<file path="src/rtl/fixed_clock_reset_sequencer.sv">
// Reset/clock-enable sequencer for the fixed clock broadcast tree: staggered boot-time
// release of every domain reset, then lowest-index-first servicing of software re-reset requests.
module fixed_clock_reset_sequencer #(
  parameter int NUM_OUT        = 4,
  parameter int HOLD_CYCLES    = 16,
  parameter int STAGGER_CYCLES = 4,
  parameter int CNT_W          = 8
) (
  input  logic               clock,
  input  logic               reset_n,
  input  logic [NUM_OUT-1:0] sw_rst_req,
  output logic [NUM_OUT-1:0] sw_rst_ack,
  output logic [NUM_OUT-1:0] out_reset,
  output logic [NUM_OUT-1:0] out_clk_en,
  output logic               all_released,
  output logic               busy
);

  localparam int IDX_W = (NUM_OUT > 1) ? $clog2(NUM_OUT) : 1;
  localparam logic [CNT_W-1:0] HOLD_LAST = CNT_W'(HOLD_CYCLES - 1);
  localparam logic [CNT_W-1:0] STAG_LAST = CNT_W'(STAGGER_CYCLES - 1);
  localparam logic [IDX_W-1:0] IDX_LAST  = IDX_W'(NUM_OUT - 1);

  typedef enum logic [1:0] {
    S_HOLD,
    S_STAG,
    S_RUN,
    S_DOM
  } state_e;

  state_e               state_q, state_d;
  logic [CNT_W-1:0]     cnt_q, cnt_d;
  logic [IDX_W-1:0]     idx_q, idx_d;
  logic [NUM_OUT-1:0]   rst_q, rst_d;
  logic [NUM_OUT-1:0]   clk_en_q;
  logic [NUM_OUT-1:0]   ack_q, ack_d;
  logic                 busy_q, busy_d;

  logic [NUM_OUT-1:0]   eligible;
  logic                 grant;
  logic [IDX_W-1:0]     grant_idx;
  logic [IDX_W-1:0]     idx_inc;

  // Lowest eligible index wins; a domain whose ack is still up is not eligible.
  always_comb begin
    eligible  = sw_rst_req & ~ack_q;
    grant     = 1'b0;
    grant_idx = '0;
    for (int k = NUM_OUT - 1; k >= 0; k--) begin
      if (eligible[k]) begin
        grant     = 1'b1;
        grant_idx = IDX_W'(k);
      end
    end
  end

  assign idx_inc = idx_q + IDX_W'(1);

  always_comb begin
    state_d = state_q;
    cnt_d   = cnt_q;
    idx_d   = idx_q;
    rst_d   = rst_q;
    ack_d   = ack_q & sw_rst_req;
    case (state_q)
      S_HOLD: begin
        // Counting only begins once the clock enables are up (edge 1).
        if (clk_en_q[0]) begin
          if (cnt_q == HOLD_LAST) begin
            cnt_d    = '0;
            rst_d[0] = 1'b0;
            idx_d    = '0;
            state_d  = (NUM_OUT == 1) ? S_RUN : S_STAG;
          end else begin
            cnt_d = cnt_q + CNT_W'(1);
          end
        end
      end
      S_STAG: begin
        if (cnt_q == STAG_LAST) begin
          cnt_d          = '0;
          rst_d[idx_inc] = 1'b0;
          idx_d          = idx_inc;
          if (idx_inc == IDX_LAST) state_d = S_RUN;
        end else begin
          cnt_d = cnt_q + CNT_W'(1);
        end
      end
      S_RUN: begin
        if (grant) begin
          rst_d[grant_idx] = 1'b1;
          idx_d            = grant_idx;
          cnt_d            = '0;
          state_d          = S_DOM;
        end
      end
      S_DOM: begin
        // Ack is set even if the request already dropped, so it pulses at least once.
        if (cnt_q == HOLD_LAST) begin
          cnt_d        = '0;
          rst_d[idx_q] = 1'b0;
          ack_d[idx_q] = 1'b1;
          state_d      = S_RUN;
        end else begin
          cnt_d = cnt_q + CNT_W'(1);
        end
      end
      default: state_d = S_HOLD;
    endcase
    busy_d = (state_d != S_RUN);
  end

  always_ff @(posedge clock or negedge reset_n) begin
    if (!reset_n) begin
      state_q  <= S_HOLD;
      cnt_q    <= '0;
      idx_q    <= '0;
      rst_q    <= '1;
      clk_en_q <= '0;
      ack_q    <= '0;
      busy_q   <= 1'b1;
    end else begin
      state_q  <= state_d;
      cnt_q    <= cnt_d;
      idx_q    <= idx_d;
      rst_q    <= rst_d;
      clk_en_q <= '1;
      ack_q    <= ack_d;
      busy_q   <= busy_d;
    end
  end

  assign out_reset    = rst_q;
  assign out_clk_en   = clk_en_q;
  assign sw_rst_ack   = ack_q;
  assign busy         = busy_q;
  assign all_released = ~|rst_q;

endmodule
</file>
<file path="config.mk">
export PLATFORM = sky130hd
export DESIGN_NAME = fixed_clock_reset_sequencer
export DESIGN_NICKNAME = d
export VERILOG_FILES = /design/src/rtl/fixed_clock_reset_sequencer.sv
export SDC_FILE = /design/constraint.sdc
export NUM_CORES = 1
export LEC_CHECK = 0
export ABC_CLOCK_PERIOD_IN_PS = 2900
export BUFFER_PORTS_ARGS = -buffer_cell sky130_fd_sc_hd__buf_2
export CAP_MARGIN = 20
export CORE_UTILIZATION = 50
export CTS_CLUSTER_DIAMETER = 60
export DETAILED_ROUTE_END_ITERATION = 16
export PLACE_DENSITY = 0.71
export REMOVE_ABC_BUFFERS = 1
export SKIP_CTS_REPAIR_TIMING = 1
export SLEW_MARGIN = 20
export SYNTH_ARGS = -nofsm -noshare
export SYNTH_HDL_FRONTEND = slang
export SYNTH_SLANG_ARGS = --single-unit
</file>
<file path="constraint.sdc">
create_clock -name clock -period 2.9 [get_ports clock]
set_clock_uncertainty 0.15 [all_clocks]
set_input_delay 0.29 -clock clock [delete_from_list [all_inputs] [get_ports clock]]
set_output_delay 0.29 -clock clock [all_outputs]
set_load 0.01 [all_outputs]
</file>
==> results.toml <==
[hold_path]
hp-class = "primary input to flip-flop"
min_from = "sw_rst_req[0]"

[worst_setup_path]
cpPeakStageDelay_ns = 0.69
worst-path-max-fanout = 7
crit_chain = "or4_1 > o31ai_4 > o2111ai_1 > or3_1 > a22o_1"
path_buf_inv = 0
critical_path_class = "flip-flop to flip-flop"
worstReg2RegStart = "cnt_q[5]$_DFFE_PN0P_"
critPathCaptureType = "flip-flop"
worst_ep_required_time_ns = 3.00
crit_family = "simple AND/OR/NAND/NOR gates"
crit_path_start = "cnt_q[5]$_DFFE_PN0P_"
cp.arrival_ns = 2.67
cp_slowest_cell = "or4_1"
cp-start-kind = "flip-flop"

[clock_tree]
clockBufferDepth = 2
clk_pin_slew_ns = 0.12
clockRootBuffer = "clkbuf_4"
cts_buffers = 3
cts_tree = "yes"
h-tree-depth = 1
cts.sinks = 22
clk_latency_ns = 0.31

[sta]
maxSlewViolCount = 0
setup_tns_ns = 0
grt_setup_unrepaired = "no"
tightest_slew_ns = 0.6465
fin_crit_sh_pct = 88.78
finalHoldViolCount = 0
relSlewSlack_pct = 56.90
period_minus_slack_ns = 2.574
hold_ws_ns = 0.05799
finalWorstSetupSlack_ns = 0.3255
max_freq_mhz = 388.4
setup_violations = 0

[floorplanning]
initial_core_util_pct = 55.07
ios = 20
die_w_um = 55.18
die_y_um = 55.18
placementRows = 18
core-area_sq_um = 2567
dieArea_sq_um = 3044

[global_routing]
grt_usage_pct = 20.64
antenna_found_initial = 0
grt_max_degree = 23
grt_pass1_wl_um = 4478
grt_pass1_vias = 1018
overflow = 0

[layout]
postLayoutCellArea_sq_um = 1558
finalNonFillerCells = 198
drive_gt1_share_pct = 20.24
areaGrowthSynthToFinish_pct = 10.18
n_antenna_cell = 0
nNetsFinal = 185

[placement]
place_area_sq_um = 1511
finalWeightedCongestion = 0.8690
dp_hpwl_um = 2252
io_buffers = 19
dp_cells = 193
dp_slack_ns = 0.3700

[route]
viasPerCell = 5.939
post_drt_wl_per_cell_um = 14.72
route.detailed.drc = 0
drt_iter0_drc = 18
dr.pass1.iters = 4
num_vias = 1176
totalWireLength_um = 2914
postRouteAntennaNets = 0

[pwr]
p_per_area_nw_per_um2 = 322.2
p_sw_uw = 109.8
clkPwrFrac_pct = 33.8
switching_share_pct = 21.87
p_seq_share_pct = 61.6
power.leakage_uw = 0.0007138
ir_drop_mv = 0.2426
p_int_uw = 392.2
comb_power_share_pct = 4.7

[logic_synthesis]
ys_types = 43
yosysWarnings = 0
synth_area_sq_um = 1414
ys_seq_area_share_pct = 39.38
synth_area_per_cell_sq_um = 9.426
ys_ff_latch = 22
syn_inst = 150

[status]
status = "finished, final reports clean"

[run]
cap_violations = 0
area by class of cell:
cell class	count	area [sq um]
repair buffers	20	105.1
multi-input cells	112	784.5
fillers	231	1010
well taps	30	37.54
flip-flops and latches	22	556.8
clock buffers	4	36.28
inverters	10	37.54
power by group through the flow:
stage                     clock network [uW]  logic (uW)  registers, uW
after floorplan                            0        6.71            316
after global placement                     0        22.6            315
after detailed placement                   0        22.9            315
after CTS                                178        23.0            309
after global routing                     188        26.8            310
final                                    170        23.4            309
synth_stat cells, drive strengths merged:
cell	n	area share, %
a211oi	2	1.1
a21boi	3	1.6
a21o	3	1.6
a21oi	5	1.8
a22o	6	3.7
a22oi	1	0.53
a2bb2oi	1	0.62
a31oi	1	0.44
and2	1	0.44
and3	4	1.8
buf	4	1.9
clkbuf	2	0.53
conb	1	0.27
dfrtp	17	30
dfstp	5	9.3
ha	10	8.8
inv	10	2.7
mux2	3	2.4
mux2i	3	2.1
nand2	13	3.5
nand2b	5	2.2
nand3	6	2.1
nor2	6	1.6
nor2b	2	0.88
nor3	4	1.4
nor4	1	0.44
nor4b	2	1.2
o2111ai	1	0.62
o211ai	1	0.53
o21a	1	0.53
o21ai	11	4.2
o21bai	1	0.53
o221ai	1	0.62
o22ai	2	0.88
o31a	1	0.62
o31ai	4	3.1
o32a	1	0.71
or3	1	0.44
or3b	1	0.62
or4	3	1.6
worst register-to-register path, stage by stage (launching register included):
cell	delay [ns]
dfrtp_1	0.44
or4_1	0.69
o31ai_4	0.37
o2111ai_1	0.25
or3_1	0.39
a22o_1	0.24
cell families (layout without fill, tap and decap cells):
family / count (synthesis) / after routing / synth area share (%)
AOI/OAI and AO/OA: 46 / 46 / 23.63
adders and majority gates: 10 / 10 / 8.850
buffers and inverters: 16 / 34 / 5.133
DFF: 22 / 22 / 39.38
muxes: 6 / 6 / 4.513
other: 1 / 1 / 0.2652
and+or+nand+nor: 49 / 49 / 18.23
cell usage in the layout, fill, tap and decap left out, types with 4 or more instances in the layout:
cell       n
buf_2     19
dfrtp_1   17
nand2_1   13
inv_1     10
o21ai_0   10
ha_1      10
nor2_1     6
nand3_1    6
a22o_1     6
nand2b_1   5
a21oi_1    5
dfstp_2    5
nor3_1     4
and3_1     4
routing by layer:
metal | part of all wire, % | track usage, %
met5 | 0 | 0
met4 | 0.82 | 8.750
met3 | 3.0 | 3.279
met2 | 48 | 36.55
met1 | 48 | 24.46
final timing paths:
kind                                                  to  slack [ns]  depth (start not counted)
max in group asynchronous                 busy$_DFF_PN1_        1.94                          2
worst min register to register      cnt_q[1]$_DFFE_PN0P_        0.37                          2
worst max-delay path            out_reset[3]$_DFFE_PN1P_        0.33                          5
worst min-delay path             sw_rst_ack[0]$_DFF_PN0_        0.06                          2
worst max register to register  out_reset[3]$_DFFE_PN1P_        0.33                          5
min in group asynchronous        sw_rst_ack[0]$_DFF_PN0_        0.30                          2
per-stage QoR:
| step | utilization, % | power (uW) |
|---|---|---|
| after floorplan | - | 322.9 |
| after global placement | 58.87 | 337.2 |
| after detailed placement | 58.87 | 337.5 |
| after CTS | 60.28 | 509.7 |
| after global routing | 60.67 | 524.8 |
| final | 60.67 | 501.9 |
sequential cells by signal (all words and copies together) (netlist names):
signal and flops:
cnt_q 8, out_reset 4, idx_q 2, busy 1, state_q 2, out_clk_en 1
sw_rst_ack 4
(Power assumes the default switching activity.)
